<file path="src/rtl/nes_mem_arbiter_if.sv">
// Bus bundle for nes_mem_arbiter: NES pool port, debugger port and Memory port.
// slave = arbiter view, master = the surrounding NES core / debugger / Memory.
interface nes_mem_arbiter_if #(
  parameter int ADDR_WIDTH = 16,
  parameter int DATA_WIDTH = 8
);
  logic                  i_nes_en;
  logic                  i_nes_rw;
  logic [ADDR_WIDTH-1:0] i_nes_address;
  logic [DATA_WIDTH-1:0] i_nes_data;
  logic [DATA_WIDTH-1:0] o_nes_data;
  logic                  o_nes_wait;

  logic                  i_dbg_req;
  logic                  i_dbg_rw;
  logic [ADDR_WIDTH-1:0] i_dbg_address;
  logic [DATA_WIDTH-1:0] i_dbg_data;
  logic                  o_dbg_ack;
  logic [DATA_WIDTH-1:0] o_dbg_data;
  logic                  o_dbg_busy;

  logic                  o_mem_en;
  logic                  o_mem_wea;
  logic [ADDR_WIDTH-1:0] o_mem_address;
  logic [DATA_WIDTH-1:0] o_mem_data;
  logic [DATA_WIDTH-1:0] i_mem_data;

  modport slave (
    input  i_nes_en, i_nes_rw, i_nes_address, i_nes_data,
    output o_nes_data, o_nes_wait,
    input  i_dbg_req, i_dbg_rw, i_dbg_address, i_dbg_data,
    output o_dbg_ack, o_dbg_data, o_dbg_busy,
    output o_mem_en, o_mem_wea, o_mem_address, o_mem_data,
    input  i_mem_data
  );

  modport master (
    output i_nes_en, i_nes_rw, i_nes_address, i_nes_data,
    input  o_nes_data, o_nes_wait,
    output i_dbg_req, i_dbg_rw, i_dbg_address, i_dbg_data,
    input  o_dbg_ack, o_dbg_data, o_dbg_busy,
    input  o_mem_en, o_mem_wea, o_mem_address, o_mem_data,
    output i_mem_data
  );
endinterface

</file>
<file path="src/rtl/nes_mem_arbiter.sv">
// Shares one single-port synchronous Memory between the NES core (fixed priority) and a debugger
// (req/ack, serviced in idle NES cycles). Optional starvation guard: NES_MEM_ARB_STARVE_GUARD_EN.
module nes_mem_arbiter #(
  parameter int ADDR_WIDTH = 16,
  parameter int DATA_WIDTH = 8,
  parameter int MAX_WAIT   = 15
) (
  input  logic                    i_clk,
  input  logic                    i_reset,
  nes_mem_arbiter_if.slave        bus
);

  if (MAX_WAIT < 1) begin : g_max_wait_check
    $error("nes_mem_arbiter: MAX_WAIT must be at least 1");
  end

  typedef enum logic [1:0] {
    IDLE    = 2'd0,
    PENDING = 2'd1,
    DATA    = 2'd2,
    ACK     = 2'd3
  } state_e;

  state_e                state_q, state_d;
  logic                  req_rw_q, req_rw_d;
  logic [ADDR_WIDTH-1:0] req_addr_q, req_addr_d;
  logic [DATA_WIDTH-1:0] req_data_q, req_data_d;
  logic [DATA_WIDTH-1:0] dbg_data_q, dbg_data_d;
  logic                  dbg_grant;
  logic                  starve;

`ifdef NES_MEM_ARB_STARVE_GUARD_EN
  localparam int WAIT_W = $clog2(MAX_WAIT + 1);
  logic [WAIT_W-1:0] wait_q, wait_d;

  assign starve = (wait_q == WAIT_W'(MAX_WAIT));
`else
  assign starve = 1'b0;
`endif

  // NOTE: every signal written here gets a default first, so no path leaves it unassigned (no latch).
  always_comb begin
    state_d    = state_q;
    req_rw_d   = req_rw_q;
    req_addr_d = req_addr_q;
    req_data_d = req_data_q;
    dbg_data_d = dbg_data_q;
    dbg_grant  = 1'b0;
`ifdef NES_MEM_ARB_STARVE_GUARD_EN
    wait_d     = wait_q;
`endif
    unique case (state_q)
      IDLE, ACK: begin
        // ACK accepts a new request exactly like IDLE, so back-to-back accesses have no dead cycle.
        if (bus.i_dbg_req) begin
          req_rw_d   = bus.i_dbg_rw;
          req_addr_d = bus.i_dbg_address;
          req_data_d = bus.i_dbg_data;
`ifdef NES_MEM_ARB_STARVE_GUARD_EN
          wait_d     = '0;
`endif
          state_d    = PENDING;
        end else begin
          state_d    = IDLE;
        end
      end
      PENDING: begin
        if (!bus.i_nes_en || starve) begin
          dbg_grant = 1'b1;
          state_d   = DATA;
        end else begin
`ifdef NES_MEM_ARB_STARVE_GUARD_EN
          wait_d = (wait_q == WAIT_W'(MAX_WAIT)) ? wait_q : wait_q + 1'b1;
`endif
        end
      end
      DATA: begin
        if (req_rw_q) begin
          dbg_data_d = bus.i_mem_data;
        end
        state_d = ACK;
      end
      default: state_d = IDLE;
    endcase
  end

  // NOTE: state registers use non-blocking assignments so every flop samples pre-edge values.
  always_ff @(posedge i_clk or posedge i_reset) begin
    if (i_reset) begin
      state_q    <= IDLE;
      req_rw_q   <= 1'b0;
      req_addr_q <= '0;
      req_data_q <= '0;
      dbg_data_q <= '0;
    end else begin
      state_q    <= state_d;
      req_rw_q   <= req_rw_d;
      req_addr_q <= req_addr_d;
      req_data_q <= req_data_d;
      dbg_data_q <= dbg_data_d;
    end
  end

`ifdef NES_MEM_ARB_STARVE_GUARD_EN
  always_ff @(posedge i_clk or posedge i_reset) begin
    if (i_reset) begin
      wait_q <= '0;
    end else begin
      wait_q <= wait_d;
    end
  end
`endif

  always_comb begin
    if (dbg_grant) begin
      bus.o_mem_en      = 1'b1;
      bus.o_mem_wea     = ~req_rw_q;
      bus.o_mem_address = req_addr_q;
      bus.o_mem_data    = req_data_q;
    end else begin
      bus.o_mem_en      = bus.i_nes_en;
      bus.o_mem_wea     = bus.i_nes_en & ~bus.i_nes_rw;
      bus.o_mem_address = bus.i_nes_address;
      bus.o_mem_data    = bus.i_nes_data;
    end
  end

  // Read data goes straight back to the NES; after a debugger issue it carries debugger data,
  // which the NES ignores because it made no access in that cycle.
  assign bus.o_nes_data = bus.i_mem_data;
  assign bus.o_nes_wait = (state_q == PENDING) && starve && bus.i_nes_en;
  assign bus.o_dbg_ack  = (state_q == ACK);
  assign bus.o_dbg_busy = (state_q == PENDING) || (state_q == DATA);
  assign bus.o_dbg_data = dbg_data_q;

endmodule

</file>
<file path="src/flat_wrapper.sv">
// flat-port wrapper written by rule: the top's interface ports become plain ports
module nes_mem_arbiter_flat 
#(
  parameter int ADDR_WIDTH = 16,
  parameter int DATA_WIDTH = 8,
  parameter int MAX_WAIT   = 15
)
  (i_clk, i_reset, bus_i_nes_en, bus_i_nes_rw, bus_i_nes_address, bus_i_nes_data, bus_o_nes_data, bus_o_nes_wait, bus_i_dbg_req, bus_i_dbg_rw, bus_i_dbg_address, bus_i_dbg_data, bus_o_dbg_ack, bus_o_dbg_data, bus_o_dbg_busy, bus_o_mem_en, bus_o_mem_wea, bus_o_mem_address, bus_o_mem_data, bus_i_mem_data);
  nes_mem_arbiter_if #(.ADDR_WIDTH(ADDR_WIDTH), .DATA_WIDTH(DATA_WIDTH)) bus_i ();
  input  logic i_clk;
  input  logic i_reset;
  input wire logic [$bits(bus_i.i_nes_en)-1:0] bus_i_nes_en;
  input wire logic [$bits(bus_i.i_nes_rw)-1:0] bus_i_nes_rw;
  input wire logic [$bits(bus_i.i_nes_address)-1:0] bus_i_nes_address;
  input wire logic [$bits(bus_i.i_nes_data)-1:0] bus_i_nes_data;
  output wire logic [$bits(bus_i.o_nes_data)-1:0] bus_o_nes_data;
  output wire logic [$bits(bus_i.o_nes_wait)-1:0] bus_o_nes_wait;
  input wire logic [$bits(bus_i.i_dbg_req)-1:0] bus_i_dbg_req;
  input wire logic [$bits(bus_i.i_dbg_rw)-1:0] bus_i_dbg_rw;
  input wire logic [$bits(bus_i.i_dbg_address)-1:0] bus_i_dbg_address;
  input wire logic [$bits(bus_i.i_dbg_data)-1:0] bus_i_dbg_data;
  output wire logic [$bits(bus_i.o_dbg_ack)-1:0] bus_o_dbg_ack;
  output wire logic [$bits(bus_i.o_dbg_data)-1:0] bus_o_dbg_data;
  output wire logic [$bits(bus_i.o_dbg_busy)-1:0] bus_o_dbg_busy;
  output wire logic [$bits(bus_i.o_mem_en)-1:0] bus_o_mem_en;
  output wire logic [$bits(bus_i.o_mem_wea)-1:0] bus_o_mem_wea;
  output wire logic [$bits(bus_i.o_mem_address)-1:0] bus_o_mem_address;
  output wire logic [$bits(bus_i.o_mem_data)-1:0] bus_o_mem_data;
  input wire logic [$bits(bus_i.i_mem_data)-1:0] bus_i_mem_data;
  assign bus_i.i_nes_en = bus_i_nes_en;
  assign bus_i.i_nes_rw = bus_i_nes_rw;
  assign bus_i.i_nes_address = bus_i_nes_address;
  assign bus_i.i_nes_data = bus_i_nes_data;
  assign bus_o_nes_data = bus_i.o_nes_data;
  assign bus_o_nes_wait = bus_i.o_nes_wait;
  assign bus_i.i_dbg_req = bus_i_dbg_req;
  assign bus_i.i_dbg_rw = bus_i_dbg_rw;
  assign bus_i.i_dbg_address = bus_i_dbg_address;
  assign bus_i.i_dbg_data = bus_i_dbg_data;
  assign bus_o_dbg_ack = bus_i.o_dbg_ack;
  assign bus_o_dbg_data = bus_i.o_dbg_data;
  assign bus_o_dbg_busy = bus_i.o_dbg_busy;
  assign bus_o_mem_en = bus_i.o_mem_en;
  assign bus_o_mem_wea = bus_i.o_mem_wea;
  assign bus_o_mem_address = bus_i.o_mem_address;
  assign bus_o_mem_data = bus_i.o_mem_data;
  assign bus_i.i_mem_data = bus_i_mem_data;
  nes_mem_arbiter #(.ADDR_WIDTH(ADDR_WIDTH), .DATA_WIDTH(DATA_WIDTH), .MAX_WAIT(MAX_WAIT)) u_core (.i_clk(i_clk), .i_reset(i_reset), .bus(bus_i));
endmodule
</file>
<file path="config.mk">
export PLATFORM = sky130hd
export DESIGN_NAME = nes_mem_arbiter_flat
export DESIGN_NICKNAME = d
export VERILOG_FILES = /design/src/rtl/nes_mem_arbiter_if.sv /design/src/rtl/nes_mem_arbiter.sv /design/src/flat_wrapper.sv
export SDC_FILE = /design/constraint.sdc
export NUM_CORES = 1
export LEC_CHECK = 0
export CAP_MARGIN = 20
export CORE_MARGIN = 8
export CORE_UTILIZATION = 50
export DETAILED_ROUTE_END_ITERATION = 7
export DONT_BUFFER_PORTS = 1
export PLACE_DENSITY = 0.73
export SKIP_CTS_REPAIR_TIMING = 1
export SYNTH_ARGS = -nofsm -noshare
export SYNTH_HDL_FRONTEND = slang
export SYNTH_SLANG_ARGS = --single-unit
</file>
<file path="constraint.sdc">
create_clock -name i_clk -period 3.65 [get_ports i_clk]
set_input_delay 0.9125 -clock i_clk [delete_from_list [all_inputs] [get_ports i_clk]]
set_output_delay 0.9125 -clock i_clk [all_outputs]
set_load 0.02 [all_outputs]
</file>
==> Yosys cells after proc, flatten, opt, wreduce, memory -nomap -nowiden <==
Index checks and enable logic that the tools add are counted.
{ "word_totals": {"ff_bits": 35, "in_bits": 62, "out_inout_bits": 45, "elab_cells": 26} }
{ "op_classes": {"eq_ne": 4, "muxes": 9, "bitwise_logic": 3, "reduce_logical": 5} }
{ "op_table": {"columns": ["cell", "n"], "rows": [
  ["two-way mux 16 bit", 1],
  ["two-way mux 8 bit", 1],
  ["case mux 2 bit (3 select lines)", 1],
  ["two-way mux 1 bit", 5],
  ["equality test 2 bit (second input constant)", 2],
  ["AND reduction 2 bit", 2],
  ["equality test 2 x 1 -> 1 bit (second input constant)", 1],
  ["logical NOT 2 bit", 1],
  ["two-way mux 2 bit", 1],
  ["!= test 2 bit (second input constant)", 1],
  ["NOT 1 bit", 2],
  ["OR reduction 2 bit", 1],
  ["AND 1 bit", 1],
  ["logical OR 1 bit", 1]
]} }

==> Logic depth before layout (Yosys ltp) <==
Gate-level depths: netlist (run 1).
{ "logic_depth": {"ltp_word": 3, "depth_mapped": 6, "mapped_depth_nobuf": 4} }

==> Worst setup path before layout (run 1) <==
No wires, ideal clock.
{ "synth_timing": {"kind": "input port to output port", "startpoint": "input bus_i_nes_en", "endpoint": "output bus_o_mem_address[0]", "t_arrival_ps": 1630, "path_slack_ps": 1108, "cell_stages": 4, "n_path_buf": 2, "cell_sequence": "nand2b_4 -> buf_6 -> buf_12 -> mux2_4"} }
{ "synth_via": {"elab_chain_cells": 3} }
{ "synth_lines": {"columns": ["element", "line", "text"], "rows": [
  ["from (decl)", "flat_wrapper.sv:12", "input wire logic [$bits(bus_i.i_nes_en)-1:0] bus_i_nes_en;"],
  ["two-way mux 1 bit", "nes_mem_arbiter.sv:68", "if (!bus.i_nes_en || starve) begin"],
  ["two-way mux 1 bit", "nes_mem_arbiter.sv:52", "unique case (state_q)"],
  ["two-way mux 16 bit", "nes_mem_arbiter.sv:115", "if (dbg_grant) begin"],
  ["to (decl)", "flat_wrapper.sv:27", "output wire logic [$bits(bus_i.o_mem_address)-1:0] bus_o_mem_address;"]
]} }
Every way passes these cells.

==> Worst setup path in the final report (run 1) <==
{ "layout_timing": {"startpoint": "register u_core.state_q[1]", "endpoint": "output bus_o_mem_data[5]"} }
{ "layout_via": {"elab_chain_cells": 3} }
{ "layout_lines": {"columns": ["element", "line", "text"], "rows": [
  ["from (decl)", "nes_mem_arbiter.sv:24", "state_e state_q, state_d;"],
  ["from (signal assigned)", "nes_mem_arbiter.sv:96", "state_q <= state_d;"],
  ["equality test 2 x 1 -> 1 bit", null, null],
  ["two-way mux 1 bit", "nes_mem_arbiter.sv:52", null],
  ["two-way mux 8 bit", "nes_mem_arbiter.sv:115", null],
  ["to (decl)", "flat_wrapper.sv:28", "output wire logic [$bits(bus_i.o_mem_data)-1:0] bus_o_mem_data;"]
]} }
Every way passes these cells.

==> metrics, run 1 <==
Final Critical Period between 2 and 3 ns; maximum vdd drop roughly 0.00047 V; CTS buffer count 5; synthesized flop and latch total 35; worst endpoint data arrival time 1.85 ns; core region area approximately 3600 sq um; Syn Inst Count 125; Initial Utilization 0.519; Synth top cells by count mux2_2, dfrtp_1, mux2_4; DRC Markers 0; post-synthesis cell type count 15; DP Worst Slack slightly below 1 ns; DRT Pass-1 Iters 2; post-synth top area share 0.465; setup TNS 0 ns; Hold Crit Class flop to flop; Ports 107; worst-margin pin slew about 0.6 ns; routability cong. slightly above 0.6; final setup fails 0; synth top area cells dfrtp_1, mux2_2, mux2_4; hold_ws around 0.5 ns; Pleak between 0.9 and 1 nW; share of layout cells above drive strength 1 0.567; nets around 190; CP endpoint kind output port; Required @ worst endpoint 2.74 ns; Relative slew margins 0.604; final max-slew violation count 0; largest net degree at the start of global routing 36; first-pass GRT wire length 5840 microns; YS warnings 0; IO Port Bufs 0; clock root buffer clkbuf_8; power density over the cells just over 900 nW/um^2; Non-Filler Instances 168; total of max-cap violations 0; hold path endpoint u_core.req_data_q[6]$_DFFE_PP0P_; syn nets roughly 190; status finished clean; Min-Delay Path Depth 1; post-route ant nets 0; number of synthesized flops with an enable pin 0; vias in the first global route about 1100; GR Overflow Total 0; final worst slack just under 0.9 ns; CTS sink cnt 35; asr flop ratio synth 1.00; WL/cell between 20 and 25 microns; Final Hold Fails 0; fillcell total between 300 and 400; initial antenna violation count 0; cell area after layout 1910 sq um; Longest Clk Path Bufs 2; Max Freq 362 MHz; H-Tree Level Count 2; leading cell type by number of instances after synthesis mux2_2; Via density 5.52; antenna cells 0; largest fanout on the critical path 24; clock slew at reported path FFs roughly 0.060 ns; Yosys top cell by area dfrtp_1; worst flop-to-flop path startpoint u_core.state_q[0]$_DFFE_PP0P_; routed vias about 930; Worst R2R Setup Slack about 1.8 ns; DRT iter0 DRCs 26; DIE WIDTH ~77 microns; num rows 22; clock latency on the worst-skew pair about 0.27 ns; Placed Cells 160; Area after DPL 1810 sq um; Total GRT Usage 0.121; Overall Power around 1.8 mW; crit path launch type flop; final WL 3600 microns; critical path class flop to output port; Main synth FF type dfrtp_1; utilization after layout 0.526; min-delay src u_core.req_data_q[6]$_DFFE_PP0P_; Synth Area per Inst roughly 15 sq um; Final Cycle Share 0.757; Setup Skew 0.00195 ns; Reg2Reg Depth 4; end of the worst register-to-register path u_core.req_addr_q[0]$_DFFE_PP0P_; Layout area overhead 1.39%; HPWL after DPL between 2000 and 3000 microns; CTS tree yes; register area share after synthesis 0.465; chip height ~77 microns; RSZ-0062 raised after global routing no; die area between 5000 and 6000 sq um; Mapped Area around 1900 sq um
-- worst max-delay path, cell delays in order, from the launching register on --
cell,delay (ns)
dfrtp_1,0.41
inv_1,0.08
ha_1,0.25
nand2b_4,0.37
mux2_2,0.45
-- sequential cells by signal, indices dropped and copies added, names as in the netlist --
name	flops
u_core.req_addr_q	16
u_core.req_rw_q	1
u_core.state_q	2
u_core.bus.o_dbg_data	8
u_core.req_data_q	8
-- cell usage in the layout, fill, tap and decap left out --
cell type,instances
mux2_2,37
dfrtp_1,35
mux2_4,20
clkbuf_8,7
inv_1,4
mux2i_1,4
ha_1,4
nand2_1,2
nand2_2,1
nand2b_4,1
or2b_1,1
or2_2,1
conb_1,1
clkbuf_1,1
buf_4,1
-- final cells by class --
type,count,area (sq um),share of cell area
timing repair buffer,1,7.51,0.00393
inverter,4,15.0,0.00786
sequential,35,876,0.458
tap,48,60.1,0.0314
multi-input combinational,72,852,0.446
clock buffer,8,100,0.0524
-- metal layers --
metal | up-vias | GRT usage | wire length, microns
met5 | - | 0 | 0
met4 | 0 | 0.0340 | 15
met3 | 2 | 0.0599 | 326
met2 | 55 | 0.214 | 1930
met1 | 462 | 0.124 | 1330
li1 | 409 | - | -
-- logic make-up after synthesis --
| group | share of synthesized area |
|---|---|
| muxes | 0.402 |
| DFF | 0.465 |
| buffers and inverters | 0.0830 |
| and+or+nand+nor | 0.0219 |
| adders and majority gates | 0.0266 |
| other | 0.00199 |
-- report_power, final --
group / internal, mW / switching [mW] / total [mW]
Clock: 0.172 / 0.121 / 0.293
Sequential: 0.593 / 0.174 / 0.767
Combinational: 0.373 / 0.339 / 0.712
-- how the worst max path moves through the flow --
stage,end,from,slack [ns],cells after the start
after floorplan,bus_o_mem_address[0],bus_i_nes_en,1.11,4
after global placement,bus_o_mem_data[7],bus_i_nes_en,1.0,2
after detailed placement,bus_o_mem_data[7],bus_i_nes_en,0.97,2
after CTS,bus_o_mem_data[7],u_core.state_q[1]$_DFFE_PP0P_,0.87,4
after global routing,bus_o_mem_data[5],u_core.state_q[1]$_DFFE_PP0P_,0.78,4
final,bus_o_mem_data[5],u_core.state_q[1]$_DFFE_PP0P_,0.89,4
No activity file was read; power rests on OpenSTA's default activity.
==> inputs of run 2 (changes only) <==
Settings changed: PLACE_DENSITY 0.73 to 0.76.
Clock period 3.65 ns to 2.3 ns, I/O delays scaled along.
==> run 2 against run 1 <==
Power rose by 58%. Sequential share of layout area fell by 0.39 points. Non-clock buffer count did not move. Register-to-register slack got worse by 1.4 ns. Critical path depth did not move. Critical path type unchanged. Critical endpoint is now bus_o_mem_address[15]. Highest routed layer unchanged.
==> metrics, run 2 (synthesized netlist as in run 1, its figures left out) <==
DP Worst Slack 0.140 ns; final WL around 3800 microns; vias in the first global route about 1100; worst setup path start u_core.state_q[1]$_DFFE_PP0P_; IO Port Bufs 0; total of max-cap violations 0; HPWL after DPL ~2900 microns; end of the worst register-to-register path u_core.req_addr_q[8]$_DFFE_PP0P_; Required @ worst endpoint 1.73 ns; Final Cycle Share 0.986; chip height 77.4 microns; hold_ws 0.281 ns; final max-slew violation count 0; worst endpoint data arrival time 1.69 ns; max reg flops 16; most frequent cells in the layout mux2_2, dfrtp_1, mux2_4; DRC Markers 0; largest fanout on the critical path 12; nets ~190; first-pass GRT wire length 5640 microns; CP endpoint kind output port; most common cell after layout, fill and taps aside mux2_2; Reg2Reg Depth 4; fillcell total ~320; core region area between 3000 and 4000 sq um; DIE WIDTH between 70 and 80 microns; Hold Crit Class input pin to async pin; clock slew at reported path FFs approximately 0.070 ns; largest reg by FF count u_core.req_addr_q; DRT iter0 DRCs 37; Overall Power 2.79 mW; Initial Utilization 0.519; maximum vdd drop roughly 0.00076 V; Final Critical Period about 2.3 ns; share of layout cells above drive strength 1 0.595; Non-Filler Instances 169; initial antenna violation count 0; num rows 22; crit path launch type flop; largest net degree at the start of global routing 36; Pleak just over 0.9 nW; DRT Pass-1 Iters 4; Final Hold Fails 0; worst flop-to-flop path startpoint u_core.state_q[0]$_DFFE_PP0P_; clock root buffer clkbuf_8; CTS tree yes; Total GRT Usage 0.119; CTS sink cnt 35; final worst slack 0.0323 ns; critical path class flop to output port; Worst R2R Setup Slack ~0.44 ns; CTS buffer count 5; RSZ-0062 raised after global routing yes; Placed Cells between 150 and 200; status finished clean; Ports about 110; antenna cells 0; Max Freq roughly 440 MHz; routed vias between 900 and 1000; die area roughly 6000 sq um; GR Overflow Total 0; Setup Skew around 0.0048 ns; Relative slew margins 0.608; power density over the cells around 1400 nW/um^2; routability cong. 0.641; clock latency on the worst-skew pair approximately 0.28 ns; Layout area overhead 2.26%; H-Tree Level Count 2; Via density 5.57; WL/cell about 23 microns; worst-margin pin slew a little under 0.6 ns; final setup fails 0; Longest Clk Path Bufs 2; post-route ant nets 0
-- run 2: final cells by class --
class / count / area (sq um) / share of cell area
well taps: 48 / 60.1 / 0.0312
flip-flops and latches: 35 / 876 / 0.455
clock buffers: 5 / 68.8 / 0.0357
multi-input cells: 73 / 885 / 0.459
repair buffers: 1 / 7.51 / 0.00390
inverters: 4 / 15.0 / 0.00779
clock inverters: 3 / 15.0 / 0.00779
-- run 2: report_power, final --
group,switching [mW],internal [mW]
Combinational,0.560,0.607
Sequential,0.275,0.941
Clock,0.204,0.207
-- run 2: layer usage --
metal  track usage  routed length (microns)
met5             0                        0
met4        0.0566                       38
met3        0.0565                      358
met2         0.208                     1980
met1         0.115                     1440
-- run 2: stage by stage --
stage	setup TNS (ns)	instance area, sq um	utilization
after floorplan	0	1880	-
after global placement	0	1810	0.498
after detailed placement	0	1810	0.498
after CTS	-2.33	1890	0.521
after global routing	-0.0514	1930	0.530
final	0	1930	0.530
-- run 2: worst max-delay path: stages (launching register included) --
cell      delay, ns
dfrtp_1        0.40
inv_1          0.09
ha_2           0.24
nand2b_4       0.24
mux2_2         0.43
-- run 2: worst max-delay path by stage --
stage	slack (ns)	endpoint	cells past startpoint
floorplan	0.39	bus_o_mem_address[0]	6
global placement	0.26	bus_o_mem_data[6]	4
detailed placement	0.14	bus_o_mem_data[7]	4
CTS	-0.16	bus_o_mem_data[7]	4
global route	-0.006	bus_o_mem_address[12]	4
finish	0.03	bus_o_mem_address[15]	4
